### src/rtl/mem_align_unit_pkg.sv
// rtl/mem_align_unit_pkg.sv - shared RV32I types and lane helpers for the load/store unit
package rv32i_types;

    typedef enum logic [1:0] {
        IDLE = 2'd0,
        REQ  = 2'd1,
        RESP = 2'd2
    } mau_state_t;

    typedef enum logic [2:0] {
        LB  = 3'b000,
        LH  = 3'b001,
        LW  = 3'b010,
        LBU = 3'b100,
        LHU = 3'b101
    } load_funct3_t;

    typedef enum logic [2:0] {
        SB = 3'b000,
        SH = 3'b001,
        SW = 3'b010
    } store_funct3_t;

    // Access size is funct3[1:0] for both loads and stores
    localparam logic [1:0] SIZE_BYTE = 2'b00;
    localparam logic [1:0] SIZE_HALF = 2'b01;
    localparam logic [1:0] SIZE_WORD = 2'b10;

    // Byte lane the access starts at once the low address bits are forced to its natural alignment
    function automatic logic [1:0] lane_offset(input logic [1:0] size, input logic [1:0] o);
        case (size)
            SIZE_BYTE: lane_offset = o;
            SIZE_HALF: lane_offset = {o[1], 1'b0};
            default:   lane_offset = 2'b00;
        endcase
    endfunction

    function automatic logic [3:0] lane_enable(input logic [1:0] size, input logic [1:0] o);
        case (size)
            SIZE_BYTE: lane_enable = 4'b0001 << o;
            SIZE_HALF: lane_enable = 4'b0011 << {o[1], 1'b0};
            default:   lane_enable = 4'b1111;
        endcase
    endfunction

    function automatic logic funct3_legal(input logic is_store, input logic [2:0] f3);
        if (is_store)
            funct3_legal = (f3 == SB) || (f3 == SH) || (f3 == SW);
        else
            funct3_legal = (f3 == LB) || (f3 == LH) || (f3 == LW) || (f3 == LBU) || (f3 == LHU);
    endfunction

    function automatic logic misaligned(input logic [1:0] size, input logic [1:0] o);
        case (size)
            SIZE_HALF: misaligned = o[0];
            SIZE_WORD: misaligned = (o != 2'b00);
            default:   misaligned = 1'b0;
        endcase
    endfunction

endpackage

### src/rtl/mem_align_unit_load_extract.sv
// rtl/mem_align_unit_load_extract.sv - selects the addressed lane(s) of a read word and extends them
module load_extract
    import rv32i_types::*;
(
    input  logic [31:0] mem_rdata_i,
    input  logic [2:0]  funct3_i,
    input  logic [1:0]  offset_i,
    output logic [31:0] data_o
);

    logic [31:0] shifted;
    logic [7:0]  lane_b;
    logic [15:0] lane_h;

    // Shift the addressed lane down to bit 0, then extend according to funct3
    always_comb begin
        shifted = mem_rdata_i >> {lane_offset(funct3_i[1:0], offset_i), 3'b000};
        lane_b  = shifted[7:0];
        lane_h  = shifted[15:0];
        case (funct3_i)
            LB:      data_o = {{24{lane_b[7]}}, lane_b};
            LH:      data_o = {{16{lane_h[15]}}, lane_h};
            LBU:     data_o = {24'h000000, lane_b};
            LHU:     data_o = {16'h0000, lane_h};
            default: data_o = mem_rdata_i;
        endcase
    end

endmodule

### src/rtl/mem_align_unit.sv
// rtl/mem_align_unit.sv - multicycle RV32I load/store unit; MISALIGN_TRAP_EN enables misalignment traps
module mem_align_unit
    import rv32i_types::*;
#(
    parameter int TIMEOUT_CYCLES = 1023
) (
    input  logic        clk,
    input  logic        rst,
    input  logic        start,
    input  logic        is_store,
    input  logic [2:0]  funct3,
    input  logic [31:0] addr,
    input  logic [31:0] store_data,
    output logic        busy,
    output logic        done,
    output logic        err,
    output logic [31:0] load_data,
    output logic [3:0]  rmask,
    output logic [3:0]  wmask,
    output logic [31:0] mem_address,
    output logic        mem_read,
    output logic        mem_write,
    output logic [3:0]  mem_byte_enable,
    output logic [31:0] mem_wdata,
    input  logic [31:0] mem_rdata,
    input  logic        mem_resp
);

    // Watchdog counts REQ cycles 0..TIMEOUT_CYCLES-1 and fires on the last one
    localparam int WDOG_W = (TIMEOUT_CYCLES < 2) ? 1 : $clog2(TIMEOUT_CYCLES);
    localparam logic [WDOG_W-1:0] WDOG_LAST = WDOG_W'((TIMEOUT_CYCLES > 0) ? TIMEOUT_CYCLES - 1 : 0);
    localparam bit WDOG_EN = (TIMEOUT_CYCLES != 0);

    mau_state_t        state_q;
    logic [1:0]        offset_q;
    logic [2:0]        funct3_q;
    logic              is_store_q;
    logic [WDOG_W-1:0] wdog_q;
    logic              busy_q;
    logic              done_q;
    logic              err_q;
    logic [31:0]       load_data_q;
    logic [3:0]        rmask_q;
    logic [3:0]        wmask_q;
    logic [31:0]       mem_address_q;
    logic              mem_read_q;
    logic              mem_write_q;
    logic [3:0]        be_q;
    logic [31:0]       wdata_q;

    logic [1:0]        start_size;
    logic [3:0]        start_be;
    logic [31:0]       start_wdata;
    logic              start_legal;
    logic              start_trap;
    logic [31:0]       load_data_d;

    // Decode the request presented with start so it can be latched in one edge
    always_comb begin
        start_size  = funct3[1:0];
        start_be    = lane_enable(start_size, addr[1:0]);
        start_wdata = store_data << {lane_offset(start_size, addr[1:0]), 3'b000};
        start_legal = funct3_legal(is_store, funct3);
`ifdef MISALIGN_TRAP_EN
        start_trap  = misaligned(start_size, addr[1:0]);
`else
        start_trap  = 1'b0;
`endif
    end

    load_extract u_load_extract (
        .mem_rdata_i (mem_rdata),
        .funct3_i    (funct3_q),
        .offset_i    (offset_q),
        .data_o      (load_data_d)
    );

    // Control FSM; every output is a register updated on state transitions
    always_ff @(posedge clk or negedge rst) begin
        if (!rst) begin
            state_q       <= IDLE;
            offset_q      <= 2'b00;
            funct3_q      <= 3'b000;
            is_store_q    <= 1'b0;
            wdog_q        <= '0;
            busy_q        <= 1'b0;
            done_q        <= 1'b0;
            err_q         <= 1'b0;
            load_data_q   <= 32'h0;
            rmask_q       <= 4'h0;
            wmask_q       <= 4'h0;
            mem_address_q <= 32'h0;
            mem_read_q    <= 1'b0;
            mem_write_q   <= 1'b0;
            be_q          <= 4'h0;
            wdata_q       <= 32'h0;
        end else begin
            done_q <= 1'b0;
            case (state_q)
                IDLE: begin
                    if (start) begin
                        offset_q      <= addr[1:0];
                        funct3_q      <= funct3;
                        is_store_q    <= is_store;
                        mem_address_q <= {addr[31:2], 2'b00};
                        be_q          <= start_be;
                        wdata_q       <= start_wdata;
                        wdog_q        <= '0;
                        busy_q        <= 1'b1;
                        if (!start_legal || start_trap) begin
                            // Rejected before any memory traffic; report straight away
                            state_q <= RESP;
                            done_q  <= 1'b1;
                            err_q   <= 1'b1;
                            rmask_q <= 4'h0;
                            wmask_q <= 4'h0;
                        end else begin
                            state_q     <= REQ;
                            mem_read_q  <= !is_store;
                            mem_write_q <= is_store;
                        end
                    end
                end
                REQ: begin
                    if (mem_resp) begin
                        state_q     <= RESP;
                        mem_read_q  <= 1'b0;
                        mem_write_q <= 1'b0;
                        done_q      <= 1'b1;
                        err_q       <= 1'b0;
                        rmask_q     <= is_store_q ? 4'h0 : be_q;
                        wmask_q     <= is_store_q ? be_q : 4'h0;
                        if (!is_store_q)
                            load_data_q <= load_data_d;
                    end else if (WDOG_EN && (wdog_q == WDOG_LAST)) begin
                        state_q     <= RESP;
                        mem_read_q  <= 1'b0;
                        mem_write_q <= 1'b0;
                        done_q      <= 1'b1;
                        err_q       <= 1'b1;
                        rmask_q     <= 4'h0;
                        wmask_q     <= 4'h0;
                    end else begin
                        wdog_q <= wdog_q + 1'b1;
                    end
                end
                RESP: begin
                    state_q <= IDLE;
                    busy_q  <= 1'b0;
                    wdog_q  <= '0;
                end
                default: begin
                    state_q     <= IDLE;
                    busy_q      <= 1'b0;
                    mem_read_q  <= 1'b0;
                    mem_write_q <= 1'b0;
                end
            endcase
        end
    end

    assign busy            = busy_q;
    assign done            = done_q;
    assign err             = err_q;
    assign load_data       = load_data_q;
    assign rmask           = rmask_q;
    assign wmask           = wmask_q;
    assign mem_address     = mem_address_q;
    assign mem_read        = mem_read_q;
    assign mem_write       = mem_write_q;
    assign mem_byte_enable = be_q;
    assign mem_wdata       = wdata_q;

endmodule

### config.mk
export PLATFORM = sky130hd
export DESIGN_NAME = mem_align_unit
export DESIGN_NICKNAME = d
export VERILOG_FILES = /design/src/rtl/mem_align_unit_pkg.sv /design/src/rtl/mem_align_unit_load_extract.sv /design/src/rtl/mem_align_unit.sv
export SDC_FILE = /design/constraint.sdc
export NUM_CORES = 1
export LEC_CHECK = 0
export CORE_MARGIN = 4
export CORE_UTILIZATION = 45
export DETAILED_ROUTE_END_ITERATION = 7
export HOLD_SLACK_MARGIN = 0.03
export PLACE_DENSITY = 0.77
export SYNTH_ARGS = -nofsm -noshare
export SYNTH_HDL_FRONTEND = slang
export SYNTH_SLANG_ARGS = --single-unit
export TNS_END_PERCENT = 10
### constraint.sdc
create_clock -name clk -period 2.5 [get_ports clk]
set_input_delay 0.25 -clock clk [delete_from_list [all_inputs] [get_ports clk]]
set_output_delay 0.25 -clock clk [all_outputs]
set_load 0.02 [all_outputs]
==> run metrics <==
number of CTS-inserted buffers 17; mapped cell area 6230 µm²; post-route antenna net violation count 0; fill count 1036; first-pass GRT wire length 30.7 mm; Async SR Flop Fraction 100%; HPWL after detailed placement 13.5 mm; Startpoint Class flip-flop; placement row count 42; post-route setup TNS 0 ps; PostCTS Resize Cnt 0; Worst path top cell family by delay compound AO/OA/AOI/OAI gates; root buffer cell clkbuf_16; die extent in y 126 µm; Buf/Inv on CP 0; Placer Congestion 0.880; Slowest Stage Delay on Critical Path 600 ps; die area 15800 µm²; Seq cells post-synth 129; final setup fails 0; Post-Syn Area per Cell 9.79 µm²; CP Cell Sequence nor2b_1, o211ai_1, a21oi_2, o21ai_0; Final Power 9.73 mW; proportion of layout cells with a drive suffix above 1 8.78%; EDFF count, synth 0; I/O pins 217; reg2reg setup slack 360 ps; synth warn 0; DR vias 5603; Min Clock Period, post-route 2140 ps; placed cell area 8540 µm²; crit path max fanout 16; CP Data Required Time 2760 ps; Max rail drop VDD 0.000569 V; core area 13400 µm²; Pleak 3.93 nW; CTS max path bufs 2; GRT Resource Usage Total 24.2%; slew at the pin closest to its max-slew limit 716 ps; CTS H-Tree Depth 4; RSZ-0062 raised after global routing no; fmax 468 MHz; starting DRC count in detailed routing 365; vias in the first global route 5795; Finished Cell Area 9170 µm²; CTS tree built; status complete, no violations; Final Cycle Share 85.5%; endpoints failing hold 0; area occupied by multi-input gates 2750 µm²; Reg area 3230 µm²; CTS Sinks 129; fin. max-slew vios 0; drc violations 0; CP max stage cell a21oi_2; Starting Density 46.5%; Worst Skew 8.88 ps; worst hold path type in2async; sequential area share after synthesis 51.8%; Critical Path AT 2390 ps; largest net degree at the start of global routing 72; IO buf count 214; critical path class reg2reg; synthesized instance count 636; post-route core utilization 68.4%; final wirelength 18.6 mm; DRT Pass-1 Iters 5; global route overflow 0; synthesis-to-finish area growth 47.2%; die width 126 µm; final net count 947; total power density per cell area 1060 nW/µm²; post-synthesis cell type count 62; Slew HR 52.1%; number of diodes 0; Skew-Pair Late Insertion Delay 410 ps; initial antenna violation count 0; commonest register cell after synthesis dfrtp_1; clk slew on worst S/H paths 60 ps; Setup crit end kind flip-flop; drt wl/cell 18.1 µm; Max-Cap Viols 0; Vias/cell 5.44
metal layers:
| layer | GRT usage [%] | routed length, µm | vias up |
|---|---|---|---|
| li1 | - | - | 2643 |
| met1 | 29.8 | 7380 | 2727 |
| met2 | 40.5 | 9470 | 207 |
| met3 | 7.83 | 1450 | 26 |
| met4 | 7.65 | 325 | 0 |
| met5 | 0 | 0 | - |
per-stage QoR:
stage	cells	setup WS (ps)	hold slack (ps)
finish	1030	363	311
global route	1030	163	338
CTS	1030	380	314
detailed placement	997	391	188
global placement	997	458	189
floorplan	637	812	-45.6
flip-flops by register name, summed over array words and instances (netlist names):
| name | cells |
|---|---|
| load_data | 32 |
| mem_wdata | 32 |
| mem_address | 30 |
| wdog_q | 10 |
| mem_byte_enable | 4 |
| rmask | 4 |
| wmask | 4 |
| funct3_q | 3 |
| offset_q | 2 |
| state_q | 2 |
| busy | 1 |
| done | 1 |
| err | 1 |
| is_store_q | 1 |
| mem_read | 1 |
| mem_write | 1 |
cells in the final DEF (no fill, tap or decap), types with 9 or more instances in the layout:
cell type,Yosys,layout
clkbuf_16,0,17
o21ai_0,47,47
inv_1,13,13
a21oi_1,28,28
a22o_1,16,16
nand2_1,156,156
a211oi_1,9,9
and2_1,10,10
clkdlybuf4s50_1,0,213
buf_4,5,12
nor2b_1,12,11
o211ai_1,20,20
mux2i_1,24,24
nor2_1,14,14
dfrtp_1,129,129
o31ai_1,11,11
o21ai_1,9,9
final timing paths:
path	end	start	depth (start not counted)
setup / recovery	load_data[17]	funct3_q[1]	4
min in group clk	mem_address[30]	addr[30]	3
hold / removal	mem_address[9]	rst	2
setup reg to reg	load_data[17]	funct3_q[1]	4
max in group asynchronous	load_data[30]	rst	3
hold reg to reg	load_data[4]	load_data[4]	2
cell usage after synthesis, drive strengths merged, types with 3 or more instances:
library cell / instances / area, µm²
mux2: 8 / 90.1
nand3: 6 / 30.0
nand2b: 3 / 18.8
clkbuf: 19 / 71.3
nor3b: 3 / 27.5
a31o: 3 / 26.3
nor2b: 12 / 75.1
nand4: 3 / 18.8
nor2: 14 / 52.6
a2bb2oi: 8 / 70.1
a21oi: 30 / 158
mux4: 3 / 67.6
nand3b: 8 / 60.1
nand2: 156 / 586
o21bai: 3 / 22.5
inv: 13 / 48.8
buf: 26 / 149
mux2i: 24 / 240
and2: 10 / 62.6
dfrtp: 129 / 3230
o21ai: 56 / 280
o31ai: 12 / 95.1
a211oi: 11 / 92.6
o211ai: 21 / 163
nor3: 5 / 41.3
a22o: 16 / 140
a31oi: 4 / 25.0
report_power, final:
group	internal, mW	total, mW	switching, mW	leakage [nW]
sequential	2.78	3.31	0.534	1.59
clock	1.67	2.58	0.906	0.299
combinational	1.84	3.85	2.01	2.04
logic make-up after synthesis:
kind of cell               Yosys count  synth area share (%)
and+or+nand+nor                    234                  17.9
adders and majority gates            2                 0.402
xor gates and xnor gates             2                 0.281
AOI/OAI and AO/OA                  175                  18.8
other                                1                0.0602
DFF                                129                  51.8
buffers and inverters               58                  4.32
muxes                               35                  6.39
cell type report:
cell class                      count  share of cell area (%)
Sequential cell                   129                    35.2
Clock buffer                       23                    5.32
Inverter                           13                   0.532
Tap cell                          176                    2.40
Timing Repair Buffer              230                    25.1
Multi-Input combinational cell    450                    30.0
Clock inverter                      9                    1.41
timing repair:
item	4_1_cts	5_1_grt
setup buffers	0	0
hold buffers	1	0
hold endpoints to repair	39	0
Note: power is estimated with default switching activity, not from simulation.
